## config.mk

```make
export PLATFORM = sky130hd
export DESIGN_NAME = td4_core
export DESIGN_NICKNAME = d
export VERILOG_FILES = /design/src/rtl/td4_core.sv
export SDC_FILE = /design/constraint.sdc
export NUM_CORES = 1
export LEC_CHECK = 0
export ABC_AREA = 1
export CORE_UTILIZATION = 49
export DETAILED_ROUTE_END_ITERATION = 8
export PLACE_DENSITY = 0.8
export SLEW_MARGIN = 40
export SYNTH_ARGS = -nofsm -noshare
export SYNTH_HDL_FRONTEND = slang
export SYNTH_SLANG_ARGS = --single-unit
```

## constraint.sdc

```tcl
create_clock -name clk -period 1.5 [get_ports clk]
set_input_delay 0.15 -clock clk [delete_from_list [all_inputs] [get_ports clk]]
set_output_delay 0.15 -clock clk [all_outputs]
set_load 0.1 [all_outputs]
```

## src/rtl/td4_core.sv

```systemverilog
`default_nettype none
// ============================================================================
//  Module   : td4_core
//  Purpose  : 4-bit accumulator CPU core (TD4-style ISA). Executes one 8-bit
//             instruction per cpu_en strobe, fetched combinationally from an
//             external 16x8 program ROM. cpu_en is a clock enable on clk,
//             never a derived clock.
//  Revision : 1.0  initial release
// ----------------------------------------------------------------------------
//  Parameters
//    RESET_PC   PC value loaded on reset
//    OUT_RESET  out_port value loaded on reset
//  Ports
//    clk       in   1  system clock, all state on rising edge
//    reset_n   in   1  synchronous active-low reset (overrides cpu_en)
//    cpu_en    in   1  one-cycle execute strobe
//    rom_addr  out  4  program address (= PC)
//    rom_data  in   8  instruction at rom_addr: [7:4] opcode, [3:0] Im
//    in_port   in   4  input switches, sampled on execute
//    out_port  out  4  registered output port
//    reg_a     out  4  register A (debug)
//    reg_b     out  4  register B (debug)
//    carry     out  1  carry flag
//    halted    out  1  stop-loop indicator
//  Configuration
//    TD4_HALT_DETECT_EN  when defined, halted sets on an executed JMP or
//                        taken JNC whose target equals its own address and
//                        stays set until reset. When undefined, halted = 0.
// ============================================================================
module td4_core #(
    parameter logic [3:0] RESET_PC  = 4'd0,
    parameter logic [3:0] OUT_RESET = 4'd0
) (
    input  logic       clk,
    input  logic       reset_n,
    input  logic       cpu_en,
    output logic [3:0] rom_addr,
    input  logic [7:0] rom_data,
    input  logic [3:0] in_port,
    output logic [3:0] out_port,
    output logic [3:0] reg_a,
    output logic [3:0] reg_b,
    output logic       carry,
    output logic       halted
);

    localparam logic [3:0] OP_ADD_A = 4'b0000;
    localparam logic [3:0] OP_MOV_AB = 4'b0001;
    localparam logic [3:0] OP_IN_A  = 4'b0010;
    localparam logic [3:0] OP_MOV_AI = 4'b0011;
    localparam logic [3:0] OP_MOV_BA = 4'b0100;
    localparam logic [3:0] OP_ADD_B = 4'b0101;
    localparam logic [3:0] OP_IN_B  = 4'b0110;
    localparam logic [3:0] OP_MOV_BI = 4'b0111;
    localparam logic [3:0] OP_OUT_B = 4'b1001;
    localparam logic [3:0] OP_OUT_I = 4'b1011;
    localparam logic [3:0] OP_JNC   = 4'b1110;
    localparam logic [3:0] OP_JMP   = 4'b1111;

    logic [3:0] pc_q, pc_d;
    logic [3:0] a_q, a_d;
    logic [3:0] b_q, b_d;
    logic [3:0] out_q, out_d;
    logic       carry_q, carry_d;

    logic [3:0] opcode;
    logic [3:0] imm;
    logic [4:0] sum_a;
    logic [4:0] sum_b;

    assign opcode = rom_data[7:4];
    assign imm    = rom_data[3:0];

    // 5-bit sums of zero-extended operands; bit 4 becomes the new carry
    assign sum_a = {1'b0, a_q} + {1'b0, imm};
    assign sum_b = {1'b0, b_q} + {1'b0, imm};

`ifdef TD4_HALT_DETECT_EN
    logic halted_q, halted_d;
`endif

    always_comb begin
        pc_d    = pc_q;
        a_d     = a_q;
        b_d     = b_q;
        out_d   = out_q;
        carry_d = carry_q;
`ifdef TD4_HALT_DETECT_EN
        halted_d = halted_q;
`endif
        if (cpu_en) begin
            // Defaults for an executed instruction: advance PC (wraps 15->0
            // naturally in 4 bits) and clear carry unless an ADD sets it.
            pc_d    = pc_q + 4'd1;
            carry_d = 1'b0;
            case (opcode)
                OP_ADD_A: begin
                    a_d     = sum_a[3:0];
                    carry_d = sum_a[4];
                end
                OP_ADD_B: begin
                    b_d     = sum_b[3:0];
                    carry_d = sum_b[4];
                end
                OP_MOV_AI: a_d   = imm;
                OP_MOV_BI: b_d   = imm;
                OP_MOV_AB: a_d   = b_q;
                OP_MOV_BA: b_d   = a_q;
                OP_IN_A:   a_d   = in_port;
                OP_IN_B:   b_d   = in_port;
                OP_OUT_B:  out_d = b_q;
                OP_OUT_I:  out_d = imm;
                OP_JMP: begin
                    pc_d = imm;
`ifdef TD4_HALT_DETECT_EN
                    if (imm == pc_q) halted_d = 1'b1;
`endif
                end
                OP_JNC: begin
                    // Tests the carry held before this instruction executes
                    if (!carry_q) begin
                        pc_d = imm;
`ifdef TD4_HALT_DETECT_EN
                        if (imm == pc_q) halted_d = 1'b1;
`endif
                    end
                end
                default: ;  // NOP: only PC advance and carry clear
            endcase
        end
    end

    always_ff @(posedge clk) begin
        if (!reset_n) begin
            pc_q    <= RESET_PC;
            a_q     <= 4'd0;
            b_q     <= 4'd0;
            out_q   <= OUT_RESET;
            carry_q <= 1'b0;
        end else begin
            pc_q    <= pc_d;
            a_q     <= a_d;
            b_q     <= b_d;
            out_q   <= out_d;
            carry_q <= carry_d;
        end
    end

`ifdef TD4_HALT_DETECT_EN
    always_ff @(posedge clk) begin
        if (!reset_n) halted_q <= 1'b0;
        else          halted_q <= halted_d;
    end
    assign halted = halted_q;
`else
    assign halted = 1'b0;
`endif

    assign rom_addr = pc_q;
    assign out_port = out_q;
    assign reg_a    = a_q;
    assign reg_b    = b_q;
    assign carry    = carry_q;

endmodule
`default_nettype wire

```

; After elaboration in Yosys (flattened, before gate mapping)
; Cells that the tools add are included.
[op_classes]
addsub = 3
eq_ne = 11
muxes = 6
n_reduce_logical = 7
[ops]
columns = op, n
row1 = case mux 4 bit (4 select lines), 2
row2 = == test 4 x 3 -> 1 bit (second input constant), 4
row3 = == test 4 bit (second input constant), 4
row4 = case mux 4 bit (2 select lines), 2
row5 = adder 4 x 4 -> 5 bit, 2
row6 = == test 4 x 2 -> 1 bit (second input constant), 2
row7 = nonzero test 4 bit, 2
row8 = AND reduction 2 bit, 3
row9 = adder 4 x 1 -> 4 bit (second input constant), 1
row10 = == test 4 x 1 -> 1 bit (second input constant), 1
row11 = zero test 4 bit, 1
row12 = 2-to-1 mux 4 bit, 1
row13 = case mux 1 bit (2 select lines), 1
row14 = nonzero test 2 bit, 1
[totals]
regBits = 17
input_bits = 15
out_inout_bits = 18
word_cells = 32

; Logic depth before layout (Yosys ltp)
; Gate-level depths: netlist (run 1).
[depth]
ltp_word = 3
depth_mapped = 8
mapped_depth_nobuf = 8

; Least setup slack after synthesis (run 1)
; OpenSTA, ideal clock, no wires.
[synth_path]
kind = reg2reg
startpoint = reg a_q[0], in the netlist reg_a[0]
endpoint = reg carry_q, in the netlist carry
setup_ns = 0.056
t_arrival_ns = 2.121
t_required_ns = 1.444
setup_slack_ns = -0.678
path_stages_with_launch = 9
path_buffers = 0
synth_period_minus_slack_ns = 2.178
cell_sequence = dfxtp_1 ha_1 inv_1 fa_1 o21ai_0 nand3_1 o211ai_1 nand2_1 inv_1
[synth_via]
elab_chain_cells = 2
[synth_rtl]
columns = element, line
row1 = from (decl), 61  ; logic [3:0] a_q, a_d;
row2 = from (signal assigned), 136  ; a_q <= 4'd0;
row3 = from (signal assigned), 142  ; a_q <= a_d;
row4 = adder 4 x 4 -> 5 bit, 75  ; assign sum_a = {1'b0, a_q} + {1'b0, imm};
row5 = case mux 1 bit (2 select lines), 96  ; case (opcode)
row6 = to (signal assigned), 145  ; carry_q <= carry_d;
row7 = to (decl), 64  ; logic carry_q, carry_d;
; No other way between the ends.
; A chain may end at the register's enable or synchronous reset.

; Worst setup path after layout (run 1)
[layout_path]
startpoint = reg b_q[0], in the netlist reg_b[0]
endpoint = reg carry_q, in the netlist carry
[layout_via]
elab_chain_cells = 2
[layout_rtl]
columns = element, line
row1 = from (decl), 62  ; logic [3:0] b_q, b_d;
row2 = from (signal assigned), 137  ; b_q <= 4'd0;
row3 = from (signal assigned), 143  ; b_q <= b_d;
row4 = adder 4 x 4 -> 5 bit, 76  ; assign sum_b = {1'b0, b_q} + {1'b0, imm};
row5 = case mux 1 bit (2 select lines), 96
; No other way between the ends.

==> results.json, run 1 <==
{
  "status": "complete, no violations",
  "power_frac_comb": 0.430,
  "fmax_mhz": 683.5,
  "use_met3": 0.05085,
  "wire_per_inst_um": 15.11,
  "p_leak_uw": 0.001021,
  "grt_busiest_layer": "met2",
  "drtIter0Drc": 97,
  "cts_sinks": 17,
  "swShare": 0.4134,
  "dr.pass1.iters": 5,
  "crit_required_ns": 1.72,
  "use_met1": 0.4276,
  "finalSetupViolations": 0,
  "fin_crit_sh": 0.9754,
  "rows": 18,
  "root_buffer": "clkbuf_4",
  "place_area_um2": 2096,
  "grt_max_degree": 11,
  "num_io_pins": 33,
  "die-area_um2": 2887,
  "hold_slack_ns": 0.3912,
  "area_growth_pct": 63.26,
  "ir_drop_mv": 0.6824,
  "overflow": 0,
  "power_switching_uw": 566.7,
  "hold_depth": 5,
  "nNetsFinal": 301,
  "layout_setup_ws_ns": 0.03688,
  "seq_area_um2": 370.4,
  "synth_ff_type": "dfxtp_1",
  "synth_common_cells": "nand2_1, inv_1, nand3_1",
  "total_power_uw": 1371,
  "antenna_found_initial": 0,
  "initial_utilization": 0.5245,
  "grt_usage": 0.3456,
  "synth_most_common_cell": "nand2_1",
  "endpoint_kind": "register",
  "fin_skew_ns": 0.005740,
  "cp.arrival_ns": 1.69,
  "grt_pass1_wl_um": 7010,
  "synthArstFlopShare": 0,
  "wl_um": 4592,
  "synth_edf_count": 0,
  "path_clk_slew_ns": 0.12,
  "crit_type": "register to register",
  "cp_max_fo": 2,
  "powerDensity_nw_per_um2": 640.2,
  "setup_tns_ns": 0,
  "reg2reg_depth": 8,
  "hpwl_um": 3607,
  "die_w_um": 53.73,
  "vias": 1730,
  "finalCriticalPeriod_ns": 1.463,
  "fin_area_um2": 2141,
  "synth.distinct_cells": 21,
  "die_h_um": 53.73,
  "grtUsageMet2": 0.5761,
  "hold_viol": 0,
  "netlist_area_um2": 1311,
  "nFillCells": 166,
  "seqPwrFrac": 0.370,
  "hp-class": "input pin to register",
  "globalplace.congestion": 1.005,
  "synth-seq-cells": 17,
  "yosys_warnings": 0,
  "ys_seq_area_frac": 0.2595,
  "synth.area.top_cells": "dfxtp_1, nand2_1, nand3_1, ha_1, inv_1",
  "port_buffers": 31,
  "synthCells": 211,
  "drive_above_1_share": 0.2737,
  "cts_buffers": 3,
  "pwr-share-clk": 0.200,
  "synth_nets": 237,
  "antenna_cells": 0,
  "rsz0062_at_grt": "false",
  "clk_latency_ns": 0.31,
  "p_int_uw": 803.9,
  "crit_path_start_kind": "register",
  "drc_errors": 0,
  "cts_tree": "yes",
  "core_area_um2": 2500,
  "ant_nets": 0,
  "syn_area_per_cell_um2": 6.214,
  "vias_per_cell": 5.691,
  "htree_levels": 1,
  "clk_path_buf_depth": 2,
  "pre_cts_slack_ns": -0.3732,
  "multi_input_area_um2": 882.1,
  "synth_top_area_frac": 0.2595,
  "first_global_vias": 1561,
  "synth_top_cell_by_area": "dfxtp_1",
  "maxCapViolations": 0,
  "timing_max_transition_violations_final": 0
}
[kinds of logic (layout without fill, tap and decap cells)]
logic type      Yosys count  after routing  synth area share
simple gates            110            110            0.3492
compound gates           38             38            0.1632
buf+inv                  32             95           0.09541
flops                    17             17            0.2595
fa+ha+maj                11             11            0.1164
xor+xnor                  2              2           0.01336
other cells               1              1          0.002860
[per-stage QoR]
stage,utilization,std cells
2_1_floorplan,-,211
3_3_place_gp,0.8383,299
3_5_place_dp,0.8383,299
4_1_cts,0.8488,303
5_1_grt,0.8564,304
6_report,0.8564,304
[what timing repair did]
item,4_1_cts,5_1_grt
endpoints found under the setup margin,1,4
setup buffers,0,1
hold buffers,0,0
gates resized for setup,1,4
[power groups by stage]
stage | combinational, µW | clock (µW) | sequential (µW)
after floorplan | 172 | 0 | 657
after global placement | 560 | 0 | 516
after detailed placement | 575 | 0 | 518
after CTS | 577 | 282 | 508
after global routing | 626 | 295 | 510
final | 589 | 275 | 507
[registers in the layout (all words and copies together), names as in the netlist]
| name | flops |
|---|---|
| carry | 1 |
| out_port | 4 |
| reg_a | 4 |
| reg_b | 4 |
| rom_addr | 4 |
[final timing paths]
kind | from | to | slack (ns)
max | reg_b[0] | carry | 0.04
min | rom_data[1] | reg_b[1] | 0.39
max reg2reg | reg_b[0] | carry | 0.04
min reg2reg | reg_b[3] | reg_b[3] | 0.54
[layout by cell type (no fill, tap or decap), drive strengths merged]
cell type,instances
clkbuf,3
ha,9
o21ai,8
nor2,24
o211ai,7
nand4,2
clkinv,1
clkdlybuf4s50,12
dlymetal6s2s,1
xor2,2
dlygate4sd2,1
inv,29
conb,1
buf,48
a21oi,21
a31oi,2
nand2,58
fa,2
nand3,26
dfxtp,17
[metal layers]
| metal | vias to the layer above | wire length [µm] |
|---|---|---|
| met5 | - | 0 |
| met4 | 0 | 133 |
| met3 | 15 | 471 |
| met2 | 109 | 2183 |
| met1 | 783 | 1804 |
| li1 | 823 | - |
[layout make-up]
class                      instances  area share
tap                               30     0.01753
timing repair buffer              62      0.3337
sequential                        17      0.1730
clock inverter                     1    0.002338
clock buffer                       3     0.01052
inverter                          29     0.05085
multi-input combinational        162      0.4120
[critical path, stage by stage (launching register included)]
cell and delay [ns]:
dfxtp_4 0.38, ha_4 0.16, fa_2 0.35, nand2_1 0.10, nand2_1 0.06, a21oi_1 0.12, o211ai_1 0.09, nand2_1 0.08
inv_1 0.04
(Power assumes the default switching activity.)
==> run 2, diff against run 1 <==
--- a/config.mk
+++ b/config.mk
@@ -8,7 +8,7 @@
 export ABC_AREA = 1
 export CORE_UTILIZATION = 49
 export DETAILED_ROUTE_END_ITERATION = 8
-export PLACE_DENSITY = 0.8
+export PLACE_DENSITY = 0.85
 export SLEW_MARGIN = 40
 export SYNTH_ARGS = -nofsm -noshare
 export SYNTH_HDL_FRONTEND = slang
==> results.json, run 2 (synthesis results as in run 1) <==
{
  "status": "complete, no violations",
  "finalSetupViolations": 0,
  "antenna_cells": 0,
  "worstSetupStartpoint": "reg_b[0]",
  "grtUsageMet2": 0.5165,
  "drtIter0Drc": 57,
  "final_cell_mix": "nand2_1, inv_1, buf_4",
  "final_common_cell": "nand2_1",
  "htree_levels": 1,
  "use_met1": 0.4113,
  "timing_max_transition_violations_final": 0,
  "rsz0062_at_grt": "true",
  "area_growth_pct": 60.21,
  "die_w_um": 53.73,
  "cp_common_cell": "nand2_1",
  "wire_per_inst_um": 13.76,
  "antenna_found_initial": 0,
  "die_h_um": 53.73,
  "endpoint_kind": "register",
  "use_met3": 0.07062,
  "num_io_pins": 33,
  "ant_nets": 0,
  "hold_viol": 0,
  "cts_buffers": 3,
  "cp.arrival_ns": 1.67,
  "finalNonFillerCells": 299,
  "wl_um": 4114,
  "core_area_um2": 2500,
  "fmax_mhz": 683.3,
  "clk_path_buf_depth": 2,
  "rr_startpoint": "reg_b[0]",
  "cts_tree": "yes",
  "nFillCells": 145,
  "crit_slowest_cell": "dfxtp_4",
  "final_util": 0.8403,
  "fin_skew_ns": 0.006235,
  "die-area_um2": 2887,
  "multi_input_area_um2": 884.6,
  "fin_crit_sh": 0.9757,
  "drive_above_1_share": 0.2602,
  "globalplace.congestion": 1.067,
  "crit_path_start_kind": "register",
  "numPlacedInstances": 294,
  "grt_max_degree": 10,
  "powerDensity_nw_per_um2": 634.4,
  "overflow": 0,
  "worstPathCellList": "ha_4 > fa_2 > nand2_2 > nand2_1 > a21oi_1 > o211ai_1 > nand2_1 > inv_1",
  "total_power_uw": 1333,
  "maxCapViolations": 0,
  "hp-class": "input pin to register",
  "max_stage_delay_ns": 0.37,
  "hpwl_um": 3285,
  "rows": 18,
  "clk_latency_ns": 0.30,
  "initial_utilization": 0.5245,
  "postCtsHoldBufs": 0,
  "path_clk_slew_ns": 0.10,
  "crit_type": "register to register",
  "p_leak_uw": 0.0009859,
  "cp_max_fo": 2,
  "ir_drop_mv": 0.6509,
  "crit_required_ns": 1.71,
  "grt_busiest_layer": "met2",
  "cts_sinks": 17,
  "holdCritStartpoint": "rom_data[0]",
  "port_buffers": 31,
  "setup_tns_ns": 0,
  "dr.pass1.iters": 4,
  "seq_area_um2": 370.4,
  "finalCriticalPeriod_ns": 1.464,
  "vias_per_cell": 5.445,
  "root_buffer": "clkbuf_4",
  "first_global_vias": 1445,
  "vias": 1628,
  "drc_errors": 0,
  "grt_pass1_wl_um": 6561,
  "hold_slack_ns": 0.5020,
  "grt_usage": 0.3226,
  "nNetsFinal": 296
}
[run 2: per-layer routing]
layer	routed length (µm)	vias to the layer above
li1	-	807
met1	1703	716
met2	1888	88
met3	380	17
met4	142	0
met5	0	-
[run 2: final timing paths]
check	endpoint	slack [ns]	cells past startpoint
worst max-delay path	carry	0.04	8
worst min-delay path	rom_addr[0]	0.50	4
worst max register to register	carry	0.04	8
worst min register to register	reg_a[0]	0.52	2
[run 2: repair_timing]
| item | CTS | global route |
|---|---|---|
| endpoints found under the setup margin | 1 | 2 |
| resized for setup | 3 | 3 |
| pin swaps | 2 | 1 |
| setup buffers | 0 | 1 |
[run 2: final cells by class]
cell class	count	area share
timing repair buffer	57	0.3204
clock buffer	4	0.01251
sequential	17	0.1763
multi-input combinational	162	0.4211
tap	30	0.01787
inverter	29	0.05182
[run 2: critical path, delay by kind of cell (launching register included)]
| kind | cells | cell delay [ns] |
|---|---|---|
| flops | 1 | 0.37 |
| fa+ha+maj | 2 | 0.50 |
| compound gates | 2 | 0.24 |
| buf+inv | 1 | 0.04 |
| simple gates | 3 | 0.24 |
[run 2: report_power, final]
group	internal, µW	switching [µW]
registers	470	36.7
logic	225	347
clock network	104	150
[run 2: per-stage QoR]
step           cell area [µm²]  setup slack (ns)
2_1_floorplan             1369          -0.05683
3_3_place_gp              2058           -0.3082
3_5_place_dp              2058           -0.3578
4_1_cts                   2085          0.009933
5_1_grt                   2101          -0.01887
6_report                  2101           0.03645
==> run 3, diff against run 2 <==
--- a/config.mk
+++ b/config.mk
@@ -7,9 +7,12 @@
 export LEC_CHECK = 0
 export ABC_AREA = 1
 export CORE_UTILIZATION = 49
+export CTS_CLUSTER_DIAMETER = 120
+export CTS_CLUSTER_SIZE = 12
 export DETAILED_ROUTE_END_ITERATION = 8
 export PLACE_DENSITY = 0.85
 export SLEW_MARGIN = 40
 export SYNTH_ARGS = -nofsm -noshare
 export SYNTH_HDL_FRONTEND = slang
 export SYNTH_SLANG_ARGS = --single-unit
+export TNS_END_PERCENT = 5
==> results.json, run 3 (synthesis results as in run 1) <==
{
  "drc_errors": 0,
  "vias": 1659,
  "cts_buffers": 3,
  "powerDensity_nw_per_um2": 636.9,
  "antenna_found_initial": 0,
  "root_buffer": "clkbuf_4",
  "nNetsFinal": 301,
  "finalCriticalPeriod_ns": 1.486,
  "first_global_vias": 1549,
  "clk_path_buf_depth": 2,
  "cp_max_fo": 2,
  "status": "complete, no violations",
  "crit_required_ns": 1.74,
  "crit_type": "register to register",
  "htree_levels": 1,
  "die-area_um2": 2887,
  "port_buffers": 31,
  "final_util": 0.8529,
  "antenna_cells": 0,
  "grt_usage": 0.3380,
  "max_slew_margin": 0.6632,
  "cts_sinks": 17,
  "hold_viol": 0,
  "drtIter0Drc": 72,
  "clk_latency_ns": 0.31,
  "endpoint_kind": "register",
  "fin_skew_ns": 0.004350,
  "grt_pass1_wl_um": 6865,
  "cts_tree": "yes",
  "dr.pass1.iters": 4,
  "postCtsHoldBufs": 0,
  "finalSetupViolations": 0,
  "hpwl_um": 3420,
  "area_growth_pct": 62.60,
  "globalplace.congestion": 0.9546,
  "maxCapViolations": 0,
  "die_w_um": 53.73,
  "overflow": 0,
  "cp.arrival_ns": 1.72,
  "path_clk_slew_ns": 0.11,
  "die_h_um": 53.73,
  "num_io_pins": 33,
  "nFillCells": 152,
  "ant_nets": 0,
  "rows": 18,
  "numPlacedInstances": 298,
  "final_cell_mix": "nand2_1, buf_4, inv_1",
  "final_common_cell": "nand2_1",
  "core_area_um2": 2500,
  "ir_drop_mv": 0.8242,
  "initial_utilization": 0.5245,
  "drive_above_1_share": 0.2701,
  "crit_path_start_kind": "register",
  "grt_max_degree": 11,
  "fmax_mhz": 673.2,
  "fin_crit_sh": 0.9904,
  "p_leak_uw": 0.001016,
  "timing_max_transition_violations_final": 0,
  "vias_per_cell": 5.457,
  "wl_um": 4424,
  "worst_slew_pin_slew_ns": 0.5033,
  "hp-class": "input pin to register",
  "finalNonFillerCells": 304,
  "wire_per_inst_um": 14.55
}
[run 3: final timing paths]
path	from	to	slack, ns	cells past startpoint
max	reg_b[0]	reg_b[1]	0.01	6
min	rom_data[0]	rom_addr[0]	0.47	4
max reg2reg	reg_b[0]	reg_b[1]	0.01	6
min reg2reg	reg_a[0]	reg_a[0]	0.52	2
[run 3: metrics by stage]
stage	setup slack (ns)	hold slack [ns]	setup TNS (ns)	power, µW	cell area [µm²]
after floorplan	-0.06608	0.2882	-0.3721	829.6	1349
after global placement	-0.3137	0.4997	-1.554	1072	2068
after detailed placement	-0.3648	0.5091	-2.227	1086	2068
after CTS	0.01976	0.4658	0	1343	2105
after global routing	-0.05027	0.4685	-0.07489	1422	2132
final	0.01447	0.4660	0	1358	2132
[run 3: final cells by class]
class,count,area (µm²),area share
clock inverter,1,5.005,0.002347
multi-input combinational,162,880.8,0.4131
sequential,17,362.8,0.1702
timing repair buffer,62,714.4,0.3351
clock buffer,3,22.52,0.01056
tap,30,37.54,0.01761
inverter,29,108.9,0.05106
[run 3: repair_timing]
action | CTS | global route
setup buffers | 1 | 1
pin swaps | 1 | 1
resized for setup | 2 | 6
endpoints found under the setup margin | 1 | 4
endpoints found under the hold margin | 0 | 0
[run 3: routing by layer]
layer  up-vias  global-route usage  share of wire  routed length (µm)
met4         0              0.1754          0.037                 163
li1        821                   -              -                   -
met1       727              0.4201           0.41                1833
met2        91              0.5267           0.45                1975
met5         -                   0              0                   0
met3        20             0.09322           0.10                 451
[run 3: where the power goes]
group / leakage, µW / switching, µW / internal [µW]
sequential: 0.000144 / 36.7 / 472
combinational: 0.000854 / 354 / 231
clock: 0.0000177 / 165 / 99.7
total: 0.00102 / 555 / 802
[run 3: critical path, stage by stage (launching register included)]
cell	delay, ns
dfxtp_4	0.36
ha_2	0.18
fa_2	0.51
nand2_1	0.05
nand4_1	0.10
nand2_1	0.09
a21oi_2	0.13
